$ cat config.mk
export PLATFORM = sky130hd
export DESIGN_NAME = aes_mixcol_seq_flat
export DESIGN_NICKNAME = d
export VERILOG_FILES = /design/src/rtl/aes_mixcol_seq_if.sv /design/src/rtl/aes_mixcol_seq.sv /design/src/flat_wrapper.sv
export SDC_FILE = /design/constraint.sdc
export NUM_CORES = 1
export LEC_CHECK = 0
export ABC_AREA = 1
export ABC_CLOCK_PERIOD_IN_PS = 2400
export BUFFER_PORTS_ARGS = -buffer_cell sky130_fd_sc_hd__buf_4
export CAP_MARGIN = 30
export CORE_MARGIN = 2
export CORE_UTILIZATION = 40
export CTS_CLUSTER_DIAMETER = 60
export DETAILED_ROUTE_END_ITERATION = 8
export HOLD_SLACK_MARGIN = 0.06
export PLACE_DENSITY_LB_ADDON = 0.3
export SLEW_MARGIN = 20
export SYNTH_ARGS = -nofsm -noshare
export SYNTH_HDL_FRONTEND = slang
export SYNTH_SLANG_ARGS = --single-unit
$ cat constraint.sdc
create_clock -name clk -period 2.4 [get_ports clk]
set_clock_uncertainty 0.15 [all_clocks]
set_input_delay 0.24 -clock clk [delete_from_list [all_inputs] [get_ports clk]]
set_output_delay 0.24 -clock clk [all_outputs]
set_load 0.01 [all_outputs]
$ cat src/rtl/aes_mixcol_seq_if.sv
// Handshake/data bundle for aes_mixcol_seq: state in, MixColumns result out.
interface aes_mixcol_seq_if;
  logic         in_valid;
  logic         in_ready;
  logic [127:0] in_state;
  logic         inv_mode;
  logic         out_valid;
  logic         out_ready;
  logic [127:0] out_state;

  modport master (
    output in_valid, in_state, inv_mode, out_ready,
    input  in_ready, out_valid, out_state
  );

  modport slave (
    input  in_valid, in_state, inv_mode, out_ready,
    output in_ready, out_valid, out_state
  );
endinterface

$ cat src/rtl/aes_mixcol_seq.sv
// Sequential AES MixColumns, one column per cycle using xtime/XOR only.
// Optional InvMixColumns support is enabled by defining AES_MIXCOL_INV_EN.
module aes_mixcol_seq (
  input logic             clk,
  input logic             rst_n,
  aes_mixcol_seq_if.slave bus
);

  typedef enum logic [1:0] {StIdle, StCalc, StDone} state_e;

  state_e       state_q, state_d;
  logic [1:0]   cnt_q;
  logic [127:0] st_q;
  logic [127:0] out_q;
  logic [6:0]   lsb;
  logic [31:0]  col;
  logic [31:0]  res;
`ifdef AES_MIXCOL_INV_EN
  logic         inv_q;
`endif

  function automatic logic [7:0] xt(input logic [7:0] b);
    return {b[6:0], 1'b0} ^ (b[7] ? 8'h1b : 8'h00);
  endfunction

  function automatic logic [31:0] fwd_col(input logic [31:0] c);
    logic [7:0] b0, b1, b2, b3;
    {b0, b1, b2, b3} = c;
    return {xt(b0) ^ xt(b1) ^ b1 ^ b2 ^ b3,
            b0 ^ xt(b1) ^ xt(b2) ^ b2 ^ b3,
            b0 ^ b1 ^ xt(b2) ^ xt(b3) ^ b3,
            xt(b0) ^ b0 ^ b1 ^ b2 ^ xt(b3)};
  endfunction

`ifdef AES_MIXCOL_INV_EN
  function automatic logic [31:0] inv_col(input logic [31:0] c);
    logic [7:0] b [4];
    logic [7:0] m9 [4];
    logic [7:0] m11 [4];
    logic [7:0] m13 [4];
    logic [7:0] m14 [4];
    logic [7:0] x2, x4, x8;
    for (int i = 0; i < 4; i++) begin
      b[i]   = c[31-8*i -: 8];
      x2     = xt(b[i]);
      x4     = xt(x2);
      x8     = xt(x4);
      m9[i]  = x8 ^ b[i];
      m11[i] = x8 ^ x2 ^ b[i];
      m13[i] = x8 ^ x4 ^ b[i];
      m14[i] = x8 ^ x4 ^ x2;
    end
    return {m14[0] ^ m11[1] ^ m13[2] ^ m9[3],
            m9[0]  ^ m14[1] ^ m11[2] ^ m13[3],
            m13[0] ^ m9[1]  ^ m14[2] ^ m11[3],
            m11[0] ^ m13[1] ^ m9[2]  ^ m14[3]};
  endfunction
`endif

  // Column c lives at bits [127-32c -: 32]; its LSB index is 32*(3-c).
  assign lsb = {~cnt_q, 5'd0};
  assign col = st_q[lsb +: 32];

  always_comb begin
    res = fwd_col(col);
`ifdef AES_MIXCOL_INV_EN
    if (inv_q) res = inv_col(col);
`endif
  end

  always_comb begin
    state_d = state_q;
    unique case (state_q)
      StIdle:  if (bus.in_valid)   state_d = StCalc;
      StCalc:  if (cnt_q == 2'd3)  state_d = StDone;
      StDone:  if (bus.out_ready)  state_d = StIdle;
      default:                     state_d = StIdle;
    endcase
  end

  assign bus.in_ready  = (state_q == StIdle);
  assign bus.out_valid = (state_q == StDone);
  assign bus.out_state = out_q;

  always_ff @(posedge clk) begin
    if (!rst_n) begin
      state_q <= StIdle;
      cnt_q   <= 2'd0;
      st_q    <= '0;
      out_q   <= '0;
`ifdef AES_MIXCOL_INV_EN
      inv_q   <= 1'b0;
`endif
    end else begin
      state_q <= state_d;
      if (state_q == StIdle && bus.in_valid) begin
        st_q  <= bus.in_state;
        cnt_q <= 2'd0;
`ifdef AES_MIXCOL_INV_EN
        inv_q <= bus.inv_mode;
`endif
      end else if (state_q == StCalc) begin
        out_q[lsb +: 32] <= res;
        cnt_q            <= cnt_q + 2'd1;  // wraps to 0 after column 3
      end
    end
  end

endmodule

$ cat src/flat_wrapper.sv
// flat-port wrapper written by rule: the top's interface ports become plain ports
module aes_mixcol_seq_flat 
  (clk, rst_n, bus_in_valid, bus_in_state, bus_inv_mode, bus_out_ready, bus_in_ready, bus_out_valid, bus_out_state);
  aes_mixcol_seq_if bus_i ();
  input logic clk;
  input logic rst_n;
  input wire logic [$bits(bus_i.in_valid)-1:0] bus_in_valid;
  input wire logic [$bits(bus_i.in_state)-1:0] bus_in_state;
  input wire logic [$bits(bus_i.inv_mode)-1:0] bus_inv_mode;
  input wire logic [$bits(bus_i.out_ready)-1:0] bus_out_ready;
  output wire logic [$bits(bus_i.in_ready)-1:0] bus_in_ready;
  output wire logic [$bits(bus_i.out_valid)-1:0] bus_out_valid;
  output wire logic [$bits(bus_i.out_state)-1:0] bus_out_state;
  assign bus_i.in_valid = bus_in_valid;
  assign bus_i.in_state = bus_in_state;
  assign bus_i.inv_mode = bus_inv_mode;
  assign bus_i.out_ready = bus_out_ready;
  assign bus_in_ready = bus_i.in_ready;
  assign bus_out_valid = bus_i.out_valid;
  assign bus_out_state = bus_i.out_state;
  aes_mixcol_seq u_core (.clk(clk), .rst_n(rst_n), .bus(bus_i));
endmodule
==> metrics.cfg, run 1 <==
[run_status]
status = complete, no violations

[die]
dieArea_mm2 = 0.03267
chipHeight_um = 180.7
die_w_um = 180.7
fp-row-count = 64
coreArea_mm2 = 0.03067
start_util_pct = 40.74
ios = 263

[yosys]
netlist_instances = 1933
async_flop_share_pct = 0
synth_seq_cells = 260
syn-num-nets = 2071
synth_warnings = 0
yosysMostFrequentCell = nand2_1
syn_area_mm2 = 0.01249
yosysSeqAreaShare_pct = 41.66
synth_largest_area_cell = dfxtp_1
synthTopCellsByCount = nand2_1, dfxtp_1, nor2_1, nand3_1, a21oi_1
synth_edf_count = 0
syn_area_per_cell_um2 = 6.464
ys_top_cells_by_area = dfxtp_1, nand2_1, nor2_1
synth_top_area_share_pct = 41.66
synth-main-ff-cell = dfxtp_1
yosysUniqueCellTypes = 33

[pwr]
seq_power_share_pct = 37.3
p_sw_mw = 4.398
design_power_total_mw = 12.86
power_frac_comb_pct = 30.7
swShare_pct = 34.20
ir_worst_vdd_mv = 0.6097
cellPowerDensity_mw_per_mm2 = 733.8
p_int_mw = 8.461
pwr-share-clk_pct = 32.0
p_leak_nw = 7.961

[clocking]
root_buffer = clkbuf_16
clkTransAtPathRegs_ps = 60
cts_inserted_buffers = 27
clk_path_buf_depth = 3
cts_sinks = 260
cts_tree = done
clk_latency_ps = 550
cts-htree-levels = 1

[sta]
min_period_ps = 2309
setup_tns_ps = 0
post-route-period-util_pct = 96.21
setup_viol = 0
hold_viol_final = 0
slew_headroom_pct = 53.59
rsz0062_at_grt = true
worst_pin_slew_ps = 696.1
finalMaxSlewViolations = 0
fmax_mhz = 433.1

[flow_run]
drv_cap = 0

[setup_path]
crit_chain = inv_12 -> buf_4 -> nand2_1 -> nand3_1 -> nand2_2 -> inv_1 -> nand2_1 -> nand2_1 -> nand3_1 -> nand2_1 -> nor2_1 -> buf_4 -> nand3_1 -> a21oi_1
critPathLaunchType = flip-flop
crit_family = simple AND/OR/NAND/NOR gates
crit_required_ps = 2720
cp.arrival_ps = 2630
worstPathMaxFanout = 39
cpPeakStageDelay_ps = 450
path_common_cell = nand2_1
path_buf_inv = 4
path_class = reg -> reg
slowest_stage = dfxtp_4
endpoint_kind = flip-flop

[finish]
syn2layout_area_growth_pct = 40.24
final_nets = 2442
drive_gt1_share_pct = 19.51
layout.cells.non_filler = 2718
diodes = 0

[drt]
drt_iter0_markers = 1379
viasPerCell = 5.203
detail_route.wl_per_cell_um = 16.60
drtAntennaViolNets = 0
drt_first_pass_iters = 7
num_vias = 14141
wirelength_mm = 45.13
drcViolationCount = 0

[global_route]
grt_usage_pct = 26.70
grt_pass1_vias = 13049
antenna_found_initial = 0
grt-ovfl-total = 0
grt_max_degree = 131
grt_pass1_wl_mm = 70.49

[place]
dp_hpwl_mm = 30.78
finalWeightedCongestion = 0.9597
dp.cells = 2537
numPortBuffers = 261

[min_path]
hp-class = in -> reg

[routing by layer]
layer | up-vias | track usage (%) | share of wire [%]
li1 | 6983 | - | -
met1 | 6551 | 35.21 | 43
met2 | 524 | 45.58 | 48
met3 | 83 | 2.963 | 5.8
met4 | 0 | 8.677 | 3.3
met5 | - | 0 | 0
[cell usage in the layout, fill, tap and decap left out, types with 2 or more instances in the layout]
cell type and count:
nand2_1 701, buf_4 310, dfxtp_1 258, nor2_1 255, nand3_1 164, dlygate4sd3_1 133, a21oi_1 132, o21ai_0 129
nand4_1 46, nand2_2 34, inv_1 29, clkbuf_16 27, buf_12 16, inv_2 13, nand2_4 8, clkbuf_1 8
nor2_4 7, clkbuf_8 7, nand3_2 6, nor2_2 6, ha_1 4, clkinv_2 3, xnor2_1 3, nand3b_1 2
nor3_1 2, inv_6 2
[worst register-to-register path, cell delays in order (launching register included)]
cell and delay, ps:
dfxtp_4 450, inv_12 110, buf_4 190, nand2_1 50, nand3_1 140, nand2_2 170
inv_1 100, nand2_1 70, nand2_1 100, nand3_1 140, nand2_1 90, nor2_1 110
buf_4 150, nand3_1 70, a21oi_1 150
[worst paths after layout]
| kind | depth (start not counted) | slack [ps] | from | end |
|---|---|---|---|---|
| max | 14 | 90 | u_core.cnt_q[0]$_SDFFE_PP0N_ | u_core.bus.out_state[37]$_SDFFE_PN0P_ |
| min | 4 | 120 | rst_n | u_core.st_q[68]$_SDFFE_PN0P_ |
| max reg2reg | 14 | 90 | u_core.cnt_q[0]$_SDFFE_PP0N_ | u_core.bus.out_state[37]$_SDFFE_PN0P_ |
| min reg2reg | 2 | 310 | u_core.bus.out_state[54]$_SDFFE_PN0P_ | u_core.bus.out_state[54]$_SDFFE_PN0P_ |
[layout make-up]
type,count,area (µm²)
Clock buffer,42,802.0
Tap cell,396,495.5
Timing Repair Buffer,461,4018
Sequential cell,260,5210
Fill cell,2866,13150
Clock inverter,5,60.06
Multi-Input combinational cell,1509,6753
Inverter,45,183.9
[kinds of logic (layout without fill, tap and decap cells)]
family | Yosys count | in the layout | share of synthesized area [%]
compound gates | 263 | 263 | 10.57
simple gates | 1234 | 1234 | 40.62
buf+inv | 164 | 553 | 5.978
xor+xnor | 7 | 7 | 0.6710
flops | 260 | 260 | 41.66
fa+ha+maj | 5 | 5 | 0.5007
[through the flow]
step	utilization, %	hold slack (ps)	setup WS, ps	instance area, µm²
finish	57.13	123.2	90.98	17520
global route	57.13	147.7	-57.34	17520
CTS	56.57	101.2	8.481	17350
detailed placement	49.27	306.7	-21.80	15110
global placement	49.27	304.7	-10.03	15110
floorplan	-	256.7	45.03	12530
[power by group through the flow]
stage          registers, mW  clock network (mW)  logic (mW)
2_1_floorplan           4.87                   0        2.15
3_3_place_gp            4.88                   0        3.52
3_5_place_dp            4.88                   0        3.57
4_1_cts                 4.79                4.15        3.77
5_1_grt                 4.83                4.33        4.32
6_report                4.80                4.12        3.94
[flip-flops by register name, indices dropped and copies added, names as in the netlist]
name                  flops
u_core.bus.out_state    128
u_core.cnt_q              2
u_core.st_q             128
u_core.state_q            2
[what timing repair did]
action | in CTS | in global routing
setup endpoints to repair | 17 | 113
gates cloned | 1 | 0
resized for setup | 4 | 51
endpoints found under the hold margin | 131 | 0
hold buffers | 133 | 0
setup buffers | 0 | 0
pin swaps | 0 | 3
No activity file was read; power rests on OpenSTA's default activity.
==> run 2, diff against run 1 <==
Settings changed: BUFFER_PORTS_ARGS -buffer_cell sky130_fd_sc_hd__buf_4 to not set, DONT_BUFFER_PORTS set to 1.
==> run 2 against run 1 <==
Effect of this change: via count about the same; non-clock buffer count decreased by 116; wire length increased by 5.5%; critical endpoint is now u_core.bus.out_state[42]$_SDFFE_PN0P_; largest cell class unchanged; largest power group unchanged; highest routed layer unchanged.
==> metrics.cfg, run 2 (synthesis results as in run 1) <==
[run_status]
status = complete, no violations

[place]
dp.cells = 2288  ; -9.8%
place_ws_ps = -26.81  ; -5.018 ps
placed_area_mm2 = 0.01325  ; -12%
numPortBuffers = 0  ; -100%
finalWeightedCongestion = 0.9436  ; -1.7%
dp_hpwl_mm = 29.45  ; -4.3%

[clocking]
cts-htree-levels = 1  ; unchanged
cts_sinks = 260  ; unchanged
cts_inserted_buffers = 28  ; +3.7%
clk_path_buf_depth = 3  ; unchanged
root_buffer = clkbuf_16
clk_latency_ps = 570  ; +20 ps
cts_tree = done
clkTransAtPathRegs_ps = 60  ; about the same

[flow_run]
drv_cap = 0  ; unchanged

[finish]
final_core_util_pct = 56.16  ; -0.97 points
layout.cells.non_filler = 2610  ; -4.0%
final_cell_mix = nand2_1, dlygate4sd3_1, dfxtp_1
drive_gt1_share_pct = 11.39  ; -8.1 points
final_cell_area_mm2 = 0.01722  ; -1.7%
final_nets = 2330  ; -4.6%
layout_commonest_cell = nand2_1
fillers = 2756  ; -3.8%
syn2layout_area_growth_pct = 37.85

[setup_path]
path_class = reg -> reg
path_buf_inv = 3  ; -1
endpoint_kind = flip-flop
critPathLaunchType = flip-flop
worstPathMaxFanout = 10  ; -74%
cpPeakStageDelay_ps = 440  ; about the same
crit_required_ps = 2720  ; about the same
cp.depth = 11  ; -3
rr_endpoint = u_core.bus.out_state[42]$_SDFFE_PN0P_
crit_path_start = u_core.cnt_q[0]$_SDFFE_PP0N_
regToRegSetupSlack_ps = 60  ; -30 ps
crit_chain = buf_12 -> clkbuf_16 -> nand2_1 -> nand3_1 -> nand2_2 -> xnor2_1 -> nand3_1 -> nand2_1 -> buf_12 -> nand4_1 -> a21oi_1
rr_worst_depth = 11  ; -3
rr_startpoint = u_core.cnt_q[0]$_SDFFE_PP0N_
cp.arrival_ps = 2660  ; +30 ps
slowest_stage = dfxtp_4
cp-endpoint = u_core.bus.out_state[42]$_SDFFE_PN0P_
crit_family = simple AND/OR/NAND/NOR gates

[global_route]
grt_pass1_vias = 13135  ; +0.66%
grt_pass1_wl_mm = 71.52  ; +1.5%
grt_max_degree = 132  ; +0.76%
grt_usage_pct = 27.21  ; +0.52 points
grt-ovfl-total = 0  ; unchanged
antenna_found_initial = 1  ; +1

[die]
fp-row-count = 64  ; unchanged
start_util_pct = 40.74  ; unchanged
dieArea_mm2 = 0.03267  ; unchanged
ios = 263  ; unchanged
chipHeight_um = 180.7  ; unchanged
die_w_um = 180.7  ; unchanged
coreArea_mm2 = 0.03067  ; unchanged

[pwr]
p_leak_nw = 7.246  ; -9.0%
ir_worst_vdd_mv = 0.6413  ; +5.2%
design_power_total_mw = 13.22  ; +2.8%
cellPowerDensity_mw_per_mm2 = 767.7  ; +4.6%

[drt]
detail_route.wl_per_cell_um = 18.23  ; +9.8%
drtAntennaViolNets = 0  ; unchanged
drt_iter0_markers = 1175  ; -15%
num_vias = 14147  ; +0.042%
viasPerCell = 5.420  ; +4.2%
drt_first_pass_iters = 6  ; -1
drcViolationCount = 0  ; unchanged
wirelength_mm = 47.59  ; +5.5%

[sta]
slew_headroom_pct = 51.89  ; -1.7 points
rsz0062_at_grt = true
min_period_ps = 2340  ; +30.85 ps
post-route-period-util_pct = 97.49  ; +1.3 points
hold_viol_final = 0  ; unchanged
setup_viol = 0  ; unchanged
finalMaxSlewViolations = 0  ; unchanged
worst_pin_slew_ps = 721.6  ; +25.53 ps
worst_slack_ps = 60.13  ; -30.85 ps
fmax_mhz = 427.4  ; -1.3%

[min_path]
hp-class = in -> reg
holdPathStages = 3  ; -1

## run 2: cell types whose count changed in the layout (fill, tap and decap cells not counted), moves of 6 or more
cell / delta
buf_4: -249
clkinv_2: +6
dlygate4sd3_1: +127
nand2_1: -20
nand2_2: +17
nand3_1: -6
nand3_2: +6
## run 2: area by class of cell
cell class	count	area [µm²]	share of cell area (%)
diodes	1	2.502	0.01453
clock buffers	39	792.0	4.598
repair inverters	2	25.02	0.1453
flip-flops and latches	260	5210	30.25
repair buffers	345	3541	20.56
inverters	45	188.9	1.097
multi-input cells	1510	6880	39.95
well taps	396	495.5	2.877
clock inverters	12	88.84	0.5158
## run 2: worst min path at each step
stage,from,to
after global placement,rst_n,u_core.st_q[13]$_SDFFE_PN0P_
after CTS,rst_n,u_core.st_q[99]$_SDFFE_PN0P_
after global routing,rst_n,u_core.st_q[99]$_SDFFE_PN0P_
after floorplan,bus_in_state[100],u_core.st_q[100]$_SDFFE_PN0P_
final,rst_n,u_core.st_q[99]$_SDFFE_PN0P_
after detailed placement,rst_n,u_core.st_q[10]$_SDFFE_PN0P_
## run 2: power by group
part	internal, mW	switching (mW)	leakage, nW	total (mW)
clock network	2.32	1.83	0.441	4.15
logic	1.62	2.59	4.68	4.21
registers	4.62	0.237	2.13	4.86
total	8.56	4.66	7.25	13.2
## run 2: per-stage QoR
step,setup TNS [ps],hold slack [ps]
global route,-214.5,185.0
global placement,-12.15,239.3
CTS,0,80.85
finish,0,168.4
detailed placement,-44.14,237.4
floorplan,0,256.7
## run 2: timing repair
item,in CTS,in global routing
hold buffers,261,0
setup buffers,0,4
endpoints found under the hold margin,259,0
gates cloned,0,5
gates resized for setup,7,96
pin swaps,0,15
setup endpoints to repair,31,135
## run 2: worst reg2reg max path, cell delays in order, from the launching register on
cell       delay, ps
dfxtp_4          440
buf_12           170
clkbuf_16        170
nand2_1           60
nand3_1          180
nand2_2          120
xnor2_1          320
nand3_1          120
nand2_1          160
buf_12           140
nand4_1           70
a21oi_1          150
## run 2: per-layer routing
layer	track usage, %	wire [µm]	up-vias
li1	-	-	6766
met1	33.79	18660	6560
met2	47.15	23230	701
met3	4.354	3782	120
met4	10.58	1922	0
met5	0	0	-
==> run 3, diff against run 2 <==
Settings changed: ABC_CLOCK_PERIOD_IN_PS 2400 to 2190.
Clock period 2.4 ns to 2.19 ns, I/O delays scaled along.
==> run 3 against run 2 <==
Effect of this change: maximum frequency up 4.7%; worst setup slack worse by 100 ps; global-route usage down 1.4 points; clock power up 15%; the flow now finishes with violations (negative setup slack); worst hold slack better by 7.3 ps; largest cell class unchanged; combinational power up 15%; via count down 4.4%.
==> metrics.cfg, run 3 (synthesis results as in run 1) <==
[setup_path]
endpoint_kind = flip-flop
slowest_stage = dfxtp_4
path_buf_inv = 3  ; unchanged
cpPeakStageDelay_ps = 450  ; about the same
cp.arrival_ps = 2590  ; -70 ps
worstPathMaxFanout = 17  ; +7
crit_chain = inv_8 -> buf_12 -> nand2_1 -> nand3_2 -> nand2_4 -> buf_6 -> nand2_1 -> nand2_1 -> nand2_1 -> nand3_1 -> nand2_2 -> nor2_4 -> nand3_1 -> a21oi_1
path_class = reg -> reg
crit_required_ps = 2540  ; -180 ps
path_common_cell = nand2_1
critPathLaunchType = flip-flop
crit_family = simple AND/OR/NAND/NOR gates

[clocking]
clk_path_buf_depth = 3  ; unchanged
clkTransAtPathRegs_ps = 60  ; about the same
root_buffer = clkbuf_16
cts_sinks = 260  ; unchanged
cts_tree = done
cts-htree-levels = 1  ; unchanged
clk_latency_ps = 570  ; about the same
cts_inserted_buffers = 29  ; +3.6%

[die]
ios = 263  ; unchanged
coreArea_mm2 = 0.03067  ; unchanged
chipHeight_um = 180.7  ; unchanged
fp-row-count = 64  ; unchanged
die_w_um = 180.7  ; unchanged
start_util_pct = 40.74  ; unchanged
dieArea_mm2 = 0.03267  ; unchanged

[finish]
syn2layout_area_growth_pct = 37.53
fillers = 2822  ; +2.4%
drive_gt1_share_pct = 20.44  ; +9.1 points
final_core_util_pct = 56.03  ; -0.13 points
layout_commonest_cell = nand2_1
final_cell_mix = nand2_1, dfxtp_1, nor2_1
final_nets = 2239  ; -3.9%

[drt]
detail_route.wl_per_cell_um = 18.36  ; +0.68%
wirelength_mm = 46.17  ; -3.0%
drt_first_pass_iters = 8  ; +2
num_vias = 13531  ; -4.4%
drt_iter0_markers = 1072  ; -8.8%
viasPerCell = 5.380  ; -0.74%
drcViolationCount = 0  ; unchanged
drtAntennaViolNets = 0  ; unchanged

[pwr]
ir_worst_vdd_mv = 0.6879  ; +7.3%
p_int_mw = 9.760  ; +14%
cellPowerDensity_mw_per_mm2 = 871.1  ; +13%
swShare_pct = 34.80  ; -0.44 points
seq_power_share_pct = 35.5  ; -1.2 points
p_sw_mw = 5.209  ; +12%
pwr-share-clk_pct = 32.0  ; +0.6 points
power_frac_comb_pct = 32.5  ; +0.6 points
p_leak_nw = 7.260  ; +0.19%

[global_route]
grt_pass1_vias = 12369  ; -5.8%
grt_usage_pct = 25.83  ; -1.4 points
grt_max_degree = 125  ; -5.3%
grt-ovfl-total = 0  ; unchanged
grt_pass1_wl_mm = 67.72  ; -5.3%
antenna_found_initial = 1  ; unchanged

[run_status]
status = finished, violations left
violations = negative setup slack

[place]
numPortBuffers = 0  ; unchanged
dp_hpwl_mm = 29.94  ; +1.7%
finalWeightedCongestion = 0.9208  ; -2.4%

[sta]
setup_viol = 14  ; +14
slew_headroom_pct = 53.08  ; +1.2 points
worst_slack_ps = -44.71  ; -104.8 ps
rsz0062_at_grt = true
setup_tns_ps = -297.1  ; -297.1 ps
finalMaxSlewViolations = 0  ; unchanged
post-route-period-util_pct = 102.0  ; +4.5 points
fmax_mhz = 447.5  ; +4.7%
min_period_ps = 2235  ; -105.2 ps
hold_viol_final = 0  ; unchanged
worst_pin_slew_ps = 703.7  ; -17.91 ps
hold_ws_ps = 175.7  ; +7.322 ps

[flow_run]
drv_cap = 0  ; unchanged

[min_path]
hp-class = in -> reg

==> run 3: cell count changes in the layout (fill, tap and decap cells not counted), moves of 7 or more <==
cell / before / now
dlygate4sd3_1: 260 / 132
nand2_1: 681 / 583
nand2_2: 51 / 125
nand3_1: 158 / 121
nand3_2: 12 / 47
nand2_4: 12 / 34
buf_4: 61 / 75
buf_12: 19 / 26
==> run 3: power by group through the flow <==
stage | Sequential, mW | Combinational [mW] | Clock (mW)
3_5_place_dp | 5.40 | 3.83 | 0
2_1_floorplan | 5.33 | 2.36 | 0
3_3_place_gp | 5.40 | 3.78 | 0
5_1_grt | 5.35 | 5.27 | 5.04
6_report | 5.32 | 4.86 | 4.79
4_1_cts | 5.30 | 4.31 | 4.84
==> run 3: worst reg2reg max path, stage by stage, from the launching register on <==
cell and delay, ps:
dfxtp_4 450, inv_8 90, buf_12 160, nand2_1 80, nand3_2 120, nand2_4 140, buf_6 120, nand2_1 50
nand2_1 100, nand2_1 90, nand3_1 140, nand2_2 110, nor2_4 130, nand3_1 100, a21oi_1 150
==> run 3: layout make-up <==
cell class	instances	area (µm²)	share of cell area (%)
sequential	260	5213	30.33
antenna	1	2.502	0.01456
tap	396	495.5	2.883
clock buffer	41	810.8	4.718
clock inverter	7	113.9	0.6626
multi-input combinational	1510	7512	43.72
timing repair buffer	255	2845	16.56
inverter	45	191.4	1.114
==> run 3: timing repair <==
item / 4_1_cts / 5_1_grt
cloned: 3 / 8
pin swaps: 22 / 58
setup buffers: 4 / 7
hold buffers: 135 / 0
endpoints found under the setup margin: 115 / 122
gates resized for setup: 91 / 198
hold endpoints to repair: 198 / 0
==> run 3: metal layers <==
metal / up-vias / part of all wire (%) / track usage, %
li1: 6573 / - / -
met5: - / 0.017 / 0
met3: 116 / 8.2 / 5.745
met4: 2 / 3.9 / 10.00
met2: 536 / 47 / 43.25
met1: 6304 / 41 / 32.32
==> run 3: final timing paths <==
kind | from | endpoint | slack [ps] | cells after the start
setup / recovery | u_core.cnt_q[0]$_SDFFE_PP0N_ | u_core.bus.out_state[61]$_SDFFE_PN0P_ | -40 | 14
hold / removal | rst_n | u_core.st_q[92]$_SDFFE_PN0P_ | 180 | 3
setup reg to reg | u_core.cnt_q[0]$_SDFFE_PP0N_ | u_core.bus.out_state[61]$_SDFFE_PN0P_ | -40 | 14
hold reg to reg | u_core.st_q[15]$_SDFFE_PN0P_ | u_core.st_q[15]$_SDFFE_PN0P_ | 330 | 2
==> run 3: metrics by stage <==
step	setup WS, ps	std cells	area [µm²]	power (mW)
2_1_floorplan	16.33	1933	12550	7.690
3_3_place_gp	-123.8	2309	13490	9.177
3_5_place_dp	-127.3	2309	13490	9.228
4_1_cts	-4.788	2499	16260	14.45
5_1_grt	-169.5	2514	17180	15.66
6_report	-44.71	2515	17180	14.97
